`src/rtl/change_dispenser_pkg.sv`:
```
// Shared coin-path constants: coin denominations and dispenser state encoding.
package change_dispenser_pkg;

  localparam int COIN5_VAL  = 5;
  localparam int COIN10_VAL = 10;

  typedef enum logic [2:0] {
    ST_IDLE  = 3'd0,
    ST_SEL   = 3'd1,
    ST_PULSE = 3'd2,
    ST_GAP   = 3'd3,
    ST_DONE  = 3'd4
  } state_t;

  typedef enum logic {
    COIN_5  = 1'b0,
    COIN_10 = 1'b1
  } coin_t;

endpackage

```
`src/rtl/change_dispenser_risingdet.sv`:
```
// Registered rising-edge detector: pulse is high for the cycle after sig is first seen high.
module risingDet (
  input  logic sys_clk,
  input  logic reset,
  input  logic sig,
  output logic pulse
);

  logic prev;

  always_ff @(posedge sys_clk) begin
    if (reset) begin
      prev  <= 1'b0;
      pulse <= 1'b0;
    end else begin
      prev  <= sig;
      pulse <= sig & ~prev;
    end
  end

endmodule

```
`src/rtl/change_dispenser.sv`:
```
// Refunds a credit value as greedy 10/5 coin eject pulses, honouring tube-empty flags
// and the ejector's ready handshake; one down-counter times both pulse and gap phases.
module change_dispenser
  import change_dispenser_pkg::*;
#(
  parameter int CREDIT_W     = 7,
  parameter int PULSE_CYCLES = 4,
  parameter int GAP_CYCLES   = 4
) (
  input  logic                sys_clk,
  input  logic                reset,
  input  logic                credit_load,
  input  logic [CREDIT_W-1:0] credit_in,
  input  logic                refund_req,
  input  logic                eject_ready,
  input  logic                tube10_empty,
  input  logic                tube5_empty,
  output logic                eject_10,
  output logic                eject_5,
  output logic                busy,
  output logic                done,
  output logic                err,
  output logic [CREDIT_W-1:0] credit_out
);

  localparam int CNT_MAX = (PULSE_CYCLES > GAP_CYCLES) ? PULSE_CYCLES : GAP_CYCLES;
  localparam int CNT_W   = $clog2(CNT_MAX + 1);

  localparam logic [CREDIT_W-1:0] C10 = CREDIT_W'(COIN10_VAL);
  localparam logic [CREDIT_W-1:0] C5  = CREDIT_W'(COIN5_VAL);
  localparam logic [CNT_W-1:0]    PULSE_LOAD = CNT_W'(PULSE_CYCLES - 1);
  localparam logic [CNT_W-1:0]    GAP_LOAD   = CNT_W'(GAP_CYCLES - 1);

  state_t              state, state_nxt;
  coin_t               coin, coin_nxt;
  logic [CNT_W-1:0]    cnt, cnt_nxt;
  logic [CREDIT_W-1:0] credit, credit_nxt;
  logic                err_q, err_nxt;
  logic                refund_rise;

  risingDet u_refund_rise (
    .sys_clk (sys_clk),
    .reset   (reset),
    .sig     (refund_req),
    .pulse   (refund_rise)
  );

  always_ff @(posedge sys_clk) begin
    if (reset) begin
      state  <= ST_IDLE;
      coin   <= COIN_5;
      cnt    <= '0;
      credit <= '0;
      err_q  <= 1'b0;
    end else begin
      state  <= state_nxt;
      coin   <= coin_nxt;
      cnt    <= cnt_nxt;
      credit <= credit_nxt;
      err_q  <= err_nxt;
    end
  end

  always_comb begin
    state_nxt  = state;
    coin_nxt   = coin;
    cnt_nxt    = cnt;
    credit_nxt = credit;
    err_nxt    = err_q;

    case (state)
      ST_IDLE: begin
        // Load is applied before the refund edge so a same-cycle refund pays the new value.
        if (credit_load) begin
          credit_nxt = credit_in;
          err_nxt    = 1'b0;
        end
        if (refund_rise) begin
          state_nxt = ST_SEL;
        end
      end

      ST_SEL: begin
        if (credit == '0) begin
          state_nxt = ST_DONE;
        end else if (credit >= C10 && !tube10_empty) begin
          if (eject_ready) begin
            coin_nxt   = COIN_10;
            credit_nxt = credit - C10;
            cnt_nxt    = PULSE_LOAD;
            state_nxt  = ST_PULSE;
          end
        end else if (credit >= C5 && !tube5_empty) begin
          if (eject_ready) begin
            coin_nxt   = COIN_5;
            credit_nxt = credit - C5;
            cnt_nxt    = PULSE_LOAD;
            state_nxt  = ST_PULSE;
          end
        end else begin
          // Unpayable residue or empty tubes: credit stays for the display.
          err_nxt   = 1'b1;
          state_nxt = ST_IDLE;
        end
      end

      ST_PULSE: begin
        if (cnt == '0) begin
          cnt_nxt   = GAP_LOAD;
          state_nxt = ST_GAP;
        end else begin
          cnt_nxt = cnt - CNT_W'(1);
        end
      end

      ST_GAP: begin
        if (cnt == '0) begin
          state_nxt = ST_SEL;
        end else begin
          cnt_nxt = cnt - CNT_W'(1);
        end
      end

      ST_DONE: begin
        state_nxt = ST_IDLE;
      end

      default: begin
        state_nxt = ST_IDLE;
      end
    endcase
  end

  assign eject_10   = (state == ST_PULSE) && (coin == COIN_10);
  assign eject_5    = (state == ST_PULSE) && (coin == COIN_5);
  assign busy       = (state != ST_IDLE);
  assign done       = (state == ST_DONE);
  assign err        = err_q;
  assign credit_out = credit;

endmodule

```
`config.mk`:
```
export PLATFORM = sky130hd
export DESIGN_NAME = change_dispenser
export DESIGN_NICKNAME = d
export VERILOG_FILES = /design/src/rtl/change_dispenser_pkg.sv /design/src/rtl/change_dispenser_risingdet.sv /design/src/rtl/change_dispenser.sv
export SDC_FILE = /design/constraint.sdc
export NUM_CORES = 1
export LEC_CHECK = 0
export CAP_MARGIN = 5
export CORE_MARGIN = 2
export CORE_UTILIZATION = 50
export DETAILED_ROUTE_END_ITERATION = 6
export HOLD_SLACK_MARGIN = 0.15
export PLACE_DENSITY = 0.86
export SYNTH_ARGS = -nofsm -noshare
export SYNTH_HDL_FRONTEND = slang
export SYNTH_SLANG_ARGS = --single-unit
```
`constraint.sdc`:
```
create_clock -name sys_clk -period 2.58 [get_ports sys_clk]
set_clock_uncertainty 0.15 [all_clocks]
set_input_delay 0.516 -clock sys_clk [delete_from_list [all_inputs] [get_ports sys_clk]]
set_output_delay 0.516 -clock sys_clk [all_outputs]
set_load 0.005 [all_outputs]
```
## After elaboration in Yosys (flattened, before gate mapping)

Cells that the tools add are included.

- Register bits after elaboration: 17
- Input bits: 14
- Output and inout port bits: 12
- Word-level logic and storage cells: 82

- Add/subtract/negate cells: 3
- $lt $le $gt $ge: 2
- Equality and inequality tests: 17
- Muxes and demuxes: 31
- Bitwise logic cells: 4
- Reduce and logical (&&, ||, !) cells: 18

Operator list:

| kind | number |
|---|---|
| $mux W7 | 6 |
| $mux W3 | 13 |
| $ne A2 B2 Y1 const B | 9 |
| $pmux W7 S2 | 1 |
| $pmux W3 S4 | 1 |
| $reduce_and A5 Y1 | 2 |
| $ne A3 B3 Y1 const B | 3 |
| $pmux W3 S3 | 1 |
| $mux W1 | 8 |
| $ge A7 B3 Y1 const B | 1 |
| $ge A7 B4 Y1 const B | 1 |
| $logic_not A7 Y1 | 1 |
| $sub A7 B3 Y7 const B | 1 |
| $sub A7 B4 Y7 const B | 1 |
| $eq A3 B2 Y1 const B | 2 |
| $logic_not A3 Y1 | 2 |
| $reduce_and A6 Y1 | 1 |
| $reduce_bool A3 Y1 | 2 |
| $logic_and A1 B1 Y1 | 4 |
| $reduce_and A4 Y1 | 1 |
| $reduce_bool A2 Y1 | 2 |
| $eq A3 B1 Y1 const B | 1 |
| $eq A3 B3 Y1 const B | 1 |
| $not A1 Y1 | 3 |
| other kinds (6) | 7 |

## Logic depth before layout (Yosys ltp)

- Word-level depth: 6
- Mapped depth: 9
- Gate-level depth less buffers: 8

## Modules after synthesis

A second synthesis with hierarchy kept.

- Cells, all modules: 155
- Area total of the unflattened synthesis: 1241.2 um2

By module, submodules not included:

| module | instances | cells an instance | area each (um2) | sequential area each (um2) |
|---|---|---|---|---|
| change_dispenser | 1 | 151 | 1182.4 | 300.3 |
| risingDet | 1 | 4 | 58.8 | 40.0 |

## Worst setup path before layout

Ideal clock, no wire load.

- Path type: reg-to-reg
- Start point: register credit[1] (netlist: credit_out[1])
- End point: register credit[3] (netlist: credit_out[3])
- Library setup time: 0.134 ns
- Arrival: 1.866 ns
- Data required time: 2.296 ns
- Setup slack: 0.430 ns
- Stages on the path, launching flop included: 9
- Path buffers: 0
- Period minus slack after synthesis: 2.150 ns
- Cell sequence: dfxtp_1 inv_1 ha_1 nand2b_1 a41oi_4 mux2_4 a22o_1 nand2_1 a21oi_1

- Word-level cells in the longest chain between the ends: 6
- Elaborated cells on any way between the ends: 18
- Classes of those cells: add/sub (2); order compare (2); eq/ne (4); mux (6); reduce/logical (4)

Ends and longest elaborated chain:

| element | line | source |
|---|---|---|
| start, declared | change_dispenser.sv:37 | `logic [CREDIT_W-1:0] credit, credit_nxt;` |
| start signal, assigned | change_dispenser.sv:59 | `credit <= credit_nxt;` |
| $sub A7 B3 Y7 | change_dispenser.sv:96 | `credit_nxt = credit - C5;` |
| $mux W7 | change_dispenser.sv:94 | `if (eject_ready) begin` |
| $mux W7 | change_dispenser.sv:93 | `end else if (credit >= C5 && !tube5_empty) begin` |
| $mux W7 | change_dispenser.sv:86 | `end else if (credit >= C10 && !tube10_empty) begin` |
| $mux W7 | change_dispenser.sv:84 | `if (credit == '0) begin` |
| $pmux W7 S2 | change_dispenser.sv:71 | `case (state)` |

Several ways; a longest one is shown, not always the timed one. The select of a mux whose other input is x is not followed.
A chain may end at the register's enable or synchronous reset.

## Final worst setup path

- Start point: register state[2]
- End point: output port eject_10

- Word-level cells in the longest chain between the ends: 2

Ends and longest elaborated chain:

| element | line | source |
|---|---|---|
| start, declared | change_dispenser.sv:34 | `state_t state, state_nxt;` |
| start signal, assigned | change_dispenser.sv:56 | `state <= state_nxt;` |
| $eq A3 B2 Y1 | change_dispenser.sv:134 | `assign eject_10 = (state == ST_PULSE) && (coin == COIN_10);` |
| $logic_and A1 B1 Y1 | change_dispenser.sv:134 |  |
| end, declared | change_dispenser.sv:18 | `output logic eject_10,` |

Every way passes these cells.

==> results by group <==
Outcome
  – Run status: finished, final reports clean

Worst setup path
  – Crit Path Class: reg -> out
  – Family with the most delay on the worst path: buffers and inverters
  – Buf+Inv Stages, Crit Path: 1
  – Crit path max fanout: 9
  – Req. time, crit path: 1.91 ns
  – CP endpoint kind: primary output
  – Critical path's slowest cell: clkdlybuf4s50_1
  – CP startpoint kind: flop
  – CP Data Arrival Time: 1.77 ns
  – Crit path cell chain: nand2b_1, nor3b_2, clkdlybuf4s50_1
  – Critical Path Max Stage Delay: 0.52 ns

Synthesis
  – Simple logic cell fraction of the synthesized area: 0.282
  – Post-synth EDFFs: 0
  – Largest family of logic cells by synthesized area: compound AO/OA/AOI/OAI gates
  – Avg Cell Area, Syn: 8.52 sq um
  – Area leader, netlist: dfxtp_1
  – Yosys Warn Count: 0
  – Syn Nets: 177
  – Async SR Flop Fraction: 0
  – Mapped Cells: 154
  – Synth Area in Adders: 0.0858
  – Synth unique cells: 52
  – Sequential share of the synthesized area: 0.259
  – Synth Area in XOR/XNOR: 0.00667
  – Mux cell area share after synthesis: 0.0191
  – Yosys top cell area share: 0.259
  – Compound-Gate Fraction of Synth Area: 0.283
  – Commonest register cell after synthesis: dfxtp_1
  – Mapped cell area: 1310 sq um
  – Synthesized flop and latch total: 17
  – Largest cells by area after synthesis: dfxtp_1, ha_1, nand2_1

Timing
  – Final hold violations: 0
  – Period utilization: 0.943
  – Worst Hold Slack: 0.245 ns
  – Setup TNS: 0 ns
  – Slew @ Worst Pin: 0.674 ns
  – Final setup violation count: 0
  – Final min period: 2.43 ns
  – Fmax: 411 MHz
  – Final Max Slew Viols: 0
  – Worst relative slew slack: 0.549
  – RSZ-0062 raised after global routing: no

Floorplanning
  – Die Width: 55.2 um
  – Initial core utilization: 0.530
  – Floorplan row count: 18
  – # IOs: 26
  – Die Ht: 55.2 um
  – Die area: 3050 sq um
  – Core ar.: 2480 sq um

Clock tree
  – Clk_lat worst skew: 0.30 ns
  – CTS root buf: clkbuf_4
  – Worst-path clk slew: 0.11 ns
  – Setup Buffers After CTS: 0
  – CTS sink count: 17
  – H-tree levels: 1
  – CTS Buf Count: 3
  – CTS tree: done
  – Max clock buf depth: 2
  – Hold buffer count at cts: 0

GRT
  – GRT Total Usage: 0.220
  – Largest net degree at the start of global routing: 18
  – Gr ovfl total: 0
  – Global-route wire length before repair: 5.53 mm
  – Antenna violations before repair: 0
  – Vias in the first global route: 1171

Drt
  – Routed length per instance: 15.3 um
  – Antenna-violating nets left: 0
  – Via count: 1241
  – WL final: 3.19 mm
  – 1st-pass router iterations: 4
  – Via density: 5.97
  – Iter 0 DRT Violations: 43
  – # DRC: 0

Power
  – Power density over the cells: 490 nW/um^2
  – LEAKAGE: 0.000600 uW
  – Peak supply drop: 396 uV

Cells and area
  – Utilization after layout: 0.651
  – # diodes: 0
  – Syn-to-layout area delta: 22.9%
  – Final std cells w/o fill: 208
  – Nets: 202
  – Share of cells above drive strength 1: 0.146

Hold path
  – Hold crit path type: reg -> reg

Placement
  – Detailed Place HPWL: 2.38 mm
  – Post-Place Cells: 204
  – Buffers on Ports: 25
  – Routability cong.: 0.852

Run
  – Max-cap viol count: 0
[synthesized netlist by cell type, types with 2 or more instances]
library cell	count
dfxtp_1	17
nand2_1	17
a21oi_1	11
nor2_1	10
ha_1	9
inv_1	8
o21ai_0	6
nand3_1	5
nor3_1	5
nor3b_1	5
buf_2	4
nand2b_1	4
nor2b_1	4
a211oi_1	3
buf_4	3
a21oi_2	2
a221oi_1	2
clkbuf_1	2
nand4_1	2
o211ai_1	2
o31a_1	2
[registers in the layout, summed over array words and instances, names as in the netlist]
| register | flops |
|---|---|
| cnt | 3 |
| state | 3 |
| credit_out | 7 |
| coin | 1 |
| err | 1 |
| u_refund_rise.pulse | 1 |
| u_refund_rise.prev | 1 |
[layout make-up]
class / count / area [sq um]
Tap cell: 30 / 37.5
Inverter: 9 / 33.8
Sequential cell: 17 / 340
Fill cell: 218 / 865
Timing Repair Buffer: 29 / 280
Clock buffer: 3 / 22.5
Multi-Input combinational cell: 119 / 893
Clock inverter: 1 / 5.00
[through the flow]
stage	setup slack, ns	total power [uW]	instance area (sq um)
floorplan	0.430	533	1310
global placement	0.179	624	1580
detailed placement	0.104	637	1580
CTS	0.134	790	1610
global route	0.0447	835	1610
finish	0.146	789	1610
[layer usage]
metal	share of wire	wire [um]	GRT usage	up-vias
li1	-	-	-	613
met1	0.47	1510	0.302	579
met2	0.46	1450	0.337	43
met3	0.053	169	0.0445	6
met4	0.017	53	0.0906	0
met5	0	0	0	-
[worst paths after layout]
kind | to | cells after the start | slack (ns) | start
worst max-delay path | eject_10 | 3 | 0.15 | state[2]
worst min-delay path | u_refund_rise.pulse | 1 | 0.24 | u_refund_rise.prev
worst max register to register | credit_out[3] | 8 | 0.19 | credit_out[2]
worst min register to register | u_refund_rise.pulse | 1 | 0.24 | u_refund_rise.prev
[cell families (layout without fill, tap and decap cells)]
group                    after synthesis  count (layout)
buffers and inverters                 18              42
XOR/XNOR                               1               1
AND/OR/NAND/NOR                       63              63
adder cells (fa/ha/maj)                9               9
flip-flops                            17              17
AO/OA/AOI/OAI                         44              44
multiplexers                           2               2
[power breakdown]
group	internal, uW	leakage (uW)	switching [uW]
logic	150	0.000443	169
registers	281	0.000139	33.2
clock network	57.9	0.0000177	98.8
[what timing repair did]
item                                    in CTS  in global routing
endpoints found under the setup margin       0                  1
resized for setup                            0                  1
hold endpoints to repair                     0                  0
[worst register-to-register path, stage by stage, from the launching register on]
cell and delay, ns:
dfxtp_1 0.58, inv_1 0.08, ha_1 0.21, nand2b_1 0.18, a41oi_4 0.40, mux2_4 0.34
a22o_1 0.18, nand2_1 0.07, a21oi_1 0.06
[cells in the final DEF (no fill, tap or decap), types with 5 or more instances in the layout]
| cell type | instances |
|---|---|
| nor3_1 | 5 |
| nand3_1 | 5 |
| ha_1 | 9 |
| inv_1 | 8 |
| nand2_1 | 17 |
| o21ai_0 | 6 |
| dfxtp_1 | 17 |
| clkdlybuf4s50_1 | 25 |
| nor2_1 | 10 |
| a21oi_1 | 11 |
Note: power is estimated with default switching activity, not from simulation.
==> edit (config.mk and constraints unchanged) <==
Change the parameter `PULSE_CYCLES` from 4 to 2.
--- a/src/rtl/change_dispenser.sv
+++ b/src/rtl/change_dispenser.sv
@@ -6,3 +6,3 @@
   parameter int CREDIT_W     = 7,
-  parameter int PULSE_CYCLES = 4,
+  parameter int PULSE_CYCLES = 2,
   parameter int GAP_CYCLES   = 4
Behaviour: not the same (a bounded check fails within 10 cycles, from zero or initial values and one cycle with reset high).
==> edit against the original RTL <==
- first-iteration DRC count is 58% lower
- register-to-register slack worse by 0.02 ns
- synthesized cell count is 1.3% higher
- worst setup slack better by 0.024 ns
- maximum frequency is 0.99% higher
- total power is 2.4% lower
- largest cell class unchanged
- routed wire length is 1.5% higher
- worst hold slack worse by 0.0035 ns
- sequential cell count stayed put
- cell area is 2.2% lower
- die area is 3.7% lower
- area after synthesis is 4.0% lower
==> edit: results (changes against the original RTL) <==
[status]
status = finished, final reports clean

[global_route]
grt_start_max_net_pins = 20  ; +2
track_usage_pct = 25.55  ; +3.5 points
grt_pass1_wl_um = 5485  ; -0.87%
grt_pass1_vias = 1332  ; +14%
antenna_found_initial = 0  ; unchanged

[worst_setup_path]
critPathTopFamily = compound AO/OA/AOI/OAI gates
r2r_cells = 9  ; +1
worstPathArrival_ns = 2.49  ; +0.72 ns
slowest_delay_ns = 0.39  ; -0.13 ns
crit_fanout = 12  ; +3
r2r_start = credit_out[1]
reg2reg_to = credit_out[2]
regToRegSetupSlack_ns = 0.17  ; -0.02 ns
cpMaxStageDelayCell = or3_1

[logic_synthesis]
synth-main-ff-cell = dfxtp_1
ys_seq_area_share_pct = 27.01  ; +1.1 points
synth_fp_nets = 179  ; +1.1%
synthTopCellsByCount = dfxtp_1, a21oi_1, nor2_1, nand2_1
yosys-top-cells-area = dfxtp_1, ha_1, a21oi_1
yosys_warnings = 0  ; unchanged
synth_cell_type_count = 46  ; -12%
ys_async_sr_fraction_pct = 0  ; unchanged

[worst_hold_path]
whs_endpoint = u_refund_rise.pulse
hold_path_class = flip-flop to flip-flop
hold_start = u_refund_rise.prev
holdPathStages = 1  ; unchanged

[clock_tree]
clockBufferDepth = 2  ; unchanged
cts_root_buf = clkbuf_4
numCtsBuffers = 3  ; unchanged
h-tree-depth = 1  ; unchanged
cts.clk_slew.worst_paths_ns = 0.11  ; about the same
insertion_delay_ns = 0.30  ; about the same

[place]
port_buffers = 25  ; unchanged
place.gp.congestion = 0.8458  ; -0.69%
hpwl_um = 2386  ; +0.40%

[pwr]
vdd_drop_max_v = 0.0003345  ; -15%
p_leak_nw = 0.5867  ; -2.2%
switching_share_pct = 36.23  ; -1.8 points

[detailed_routing]
drt_wl_total_um = 3233  ; +1.5%
dr.pass1.iters = 4  ; unchanged
vias_per_cell = 5.995  ; +0.49%
drt_iter0_markers = 18  ; -58%

[layout]
largest_register_ffs = 7  ; unchanged
diodes = 0  ; unchanged
nets = 210  ; +4.0%
layout-drive-gt1-share_pct = 13.98  ; -0.63 points
num-fill-cells = 216  ; -0.92%

[sta]
relSlewSlack_pct = 50.93  ; -4.0 points
hold_ws_ns = 0.2413  ; -0.003466 ns

[job]
drv_cap = 0  ; unchanged

[die]
dieArea_um2 = 2938  ; -3.7%

==> edit: cell count changes after synthesis, moves of 3 or more <==
cell     change
nor3_1       +4
o21ai_1      +3
nor2_1       +3
nand2_1      -6
==> edit: power groups by stage <==
stage | Sequential (mW) | Clock (mW) | Combinational [mW]
3_5_place_dp | 0.312 | 0 | 0.297
6_report | 0.308 | 0.154 | 0.309
5_1_grt | 0.312 | 0.168 | 0.341
2_1_floorplan | 0.308 | 0 | 0.199
3_3_place_gp | 0.311 | 0 | 0.284
4_1_cts | 0.306 | 0.156 | 0.298
==> edit: worst max-delay path by stage <==
stage,start,to,cells past startpoint
floorplan,credit_out[1],credit_out[1],9
global placement,eject_ready,credit_out[2],7
detailed placement,eject_ready,credit_out[2],7
CTS,credit_out[1],credit_out[2],9
global route,credit_out[1],credit_out[2],9
finish,credit_out[1],credit_out[2],9
==> edit: what timing repair did <==
item	in CTS	in global routing
resized for setup	0	4
setup endpoints to repair	0	5
buffers inserted	0	1
hold buffers	0	0
==> edit: area by class of cell <==
type / instances / share of cell area (%)
inverter: 11 / 2.617
multi-input combinational: 119 / 50.91
clock inverter: 1 / 0.3172
timing repair buffer: 35 / 20.62
clock buffer: 3 / 1.427
sequential: 17 / 21.73
tap: 30 / 2.379
==> edit: logic make-up (layout without fill, tap and decap cells) <==
group / after synthesis / in the layout / share of synthesized area [%]
fa+ha+maj: 9 / 9 / 8.938
compound gates: 49 / 49 / 27.31
xor+xnor: 1 / 1 / 0.6953
flops: 17 / 17 / 27.01
simple gates: 59 / 59 / 25.62
mux: 1 / 1 / 0.8937
buf+inv: 20 / 50 / 9.532
==> edit: metal layers <==
metal / track usage [%] / part of all wire (%) / vias to the layer above
met1: 30.20 / 43 / 603
met3: 4.444 / 6.0 / 9
met4: 12.92 / 1.7 / 0
met2: 43.78 / 49 / 52
li1: - / - / 631
met5: 0 / 0 / -
==> edit: worst reg2reg max path: stages (launching register included) <==
cell,delay (ns)
dfxtp_2,0.37
inv_2,0.08
ha_1,0.21
a21oi_2,0.18
a31oi_2,0.14
a2111oi_2,0.34
o311ai_1,0.15
buf_4,0.20
or3_1,0.40
a21oi_2,0.12
==> edit: per-stage QoR <==
stage               utilization [%]  instances  total power [mW]  instance area (µm²)  worst slack [ns]
floorplan                         -        156            0.5067                 1260            0.2246
global placement              63.17        211            0.5950                 1536           0.09383
detailed placement            63.17        211            0.6084                 1536           0.04616
CTS                           64.30        215            0.7603                 1564           0.02235
global route                  64.87        216            0.8198                 1578           0.02086
finish                        64.87        216            0.7709                 1578            0.1703
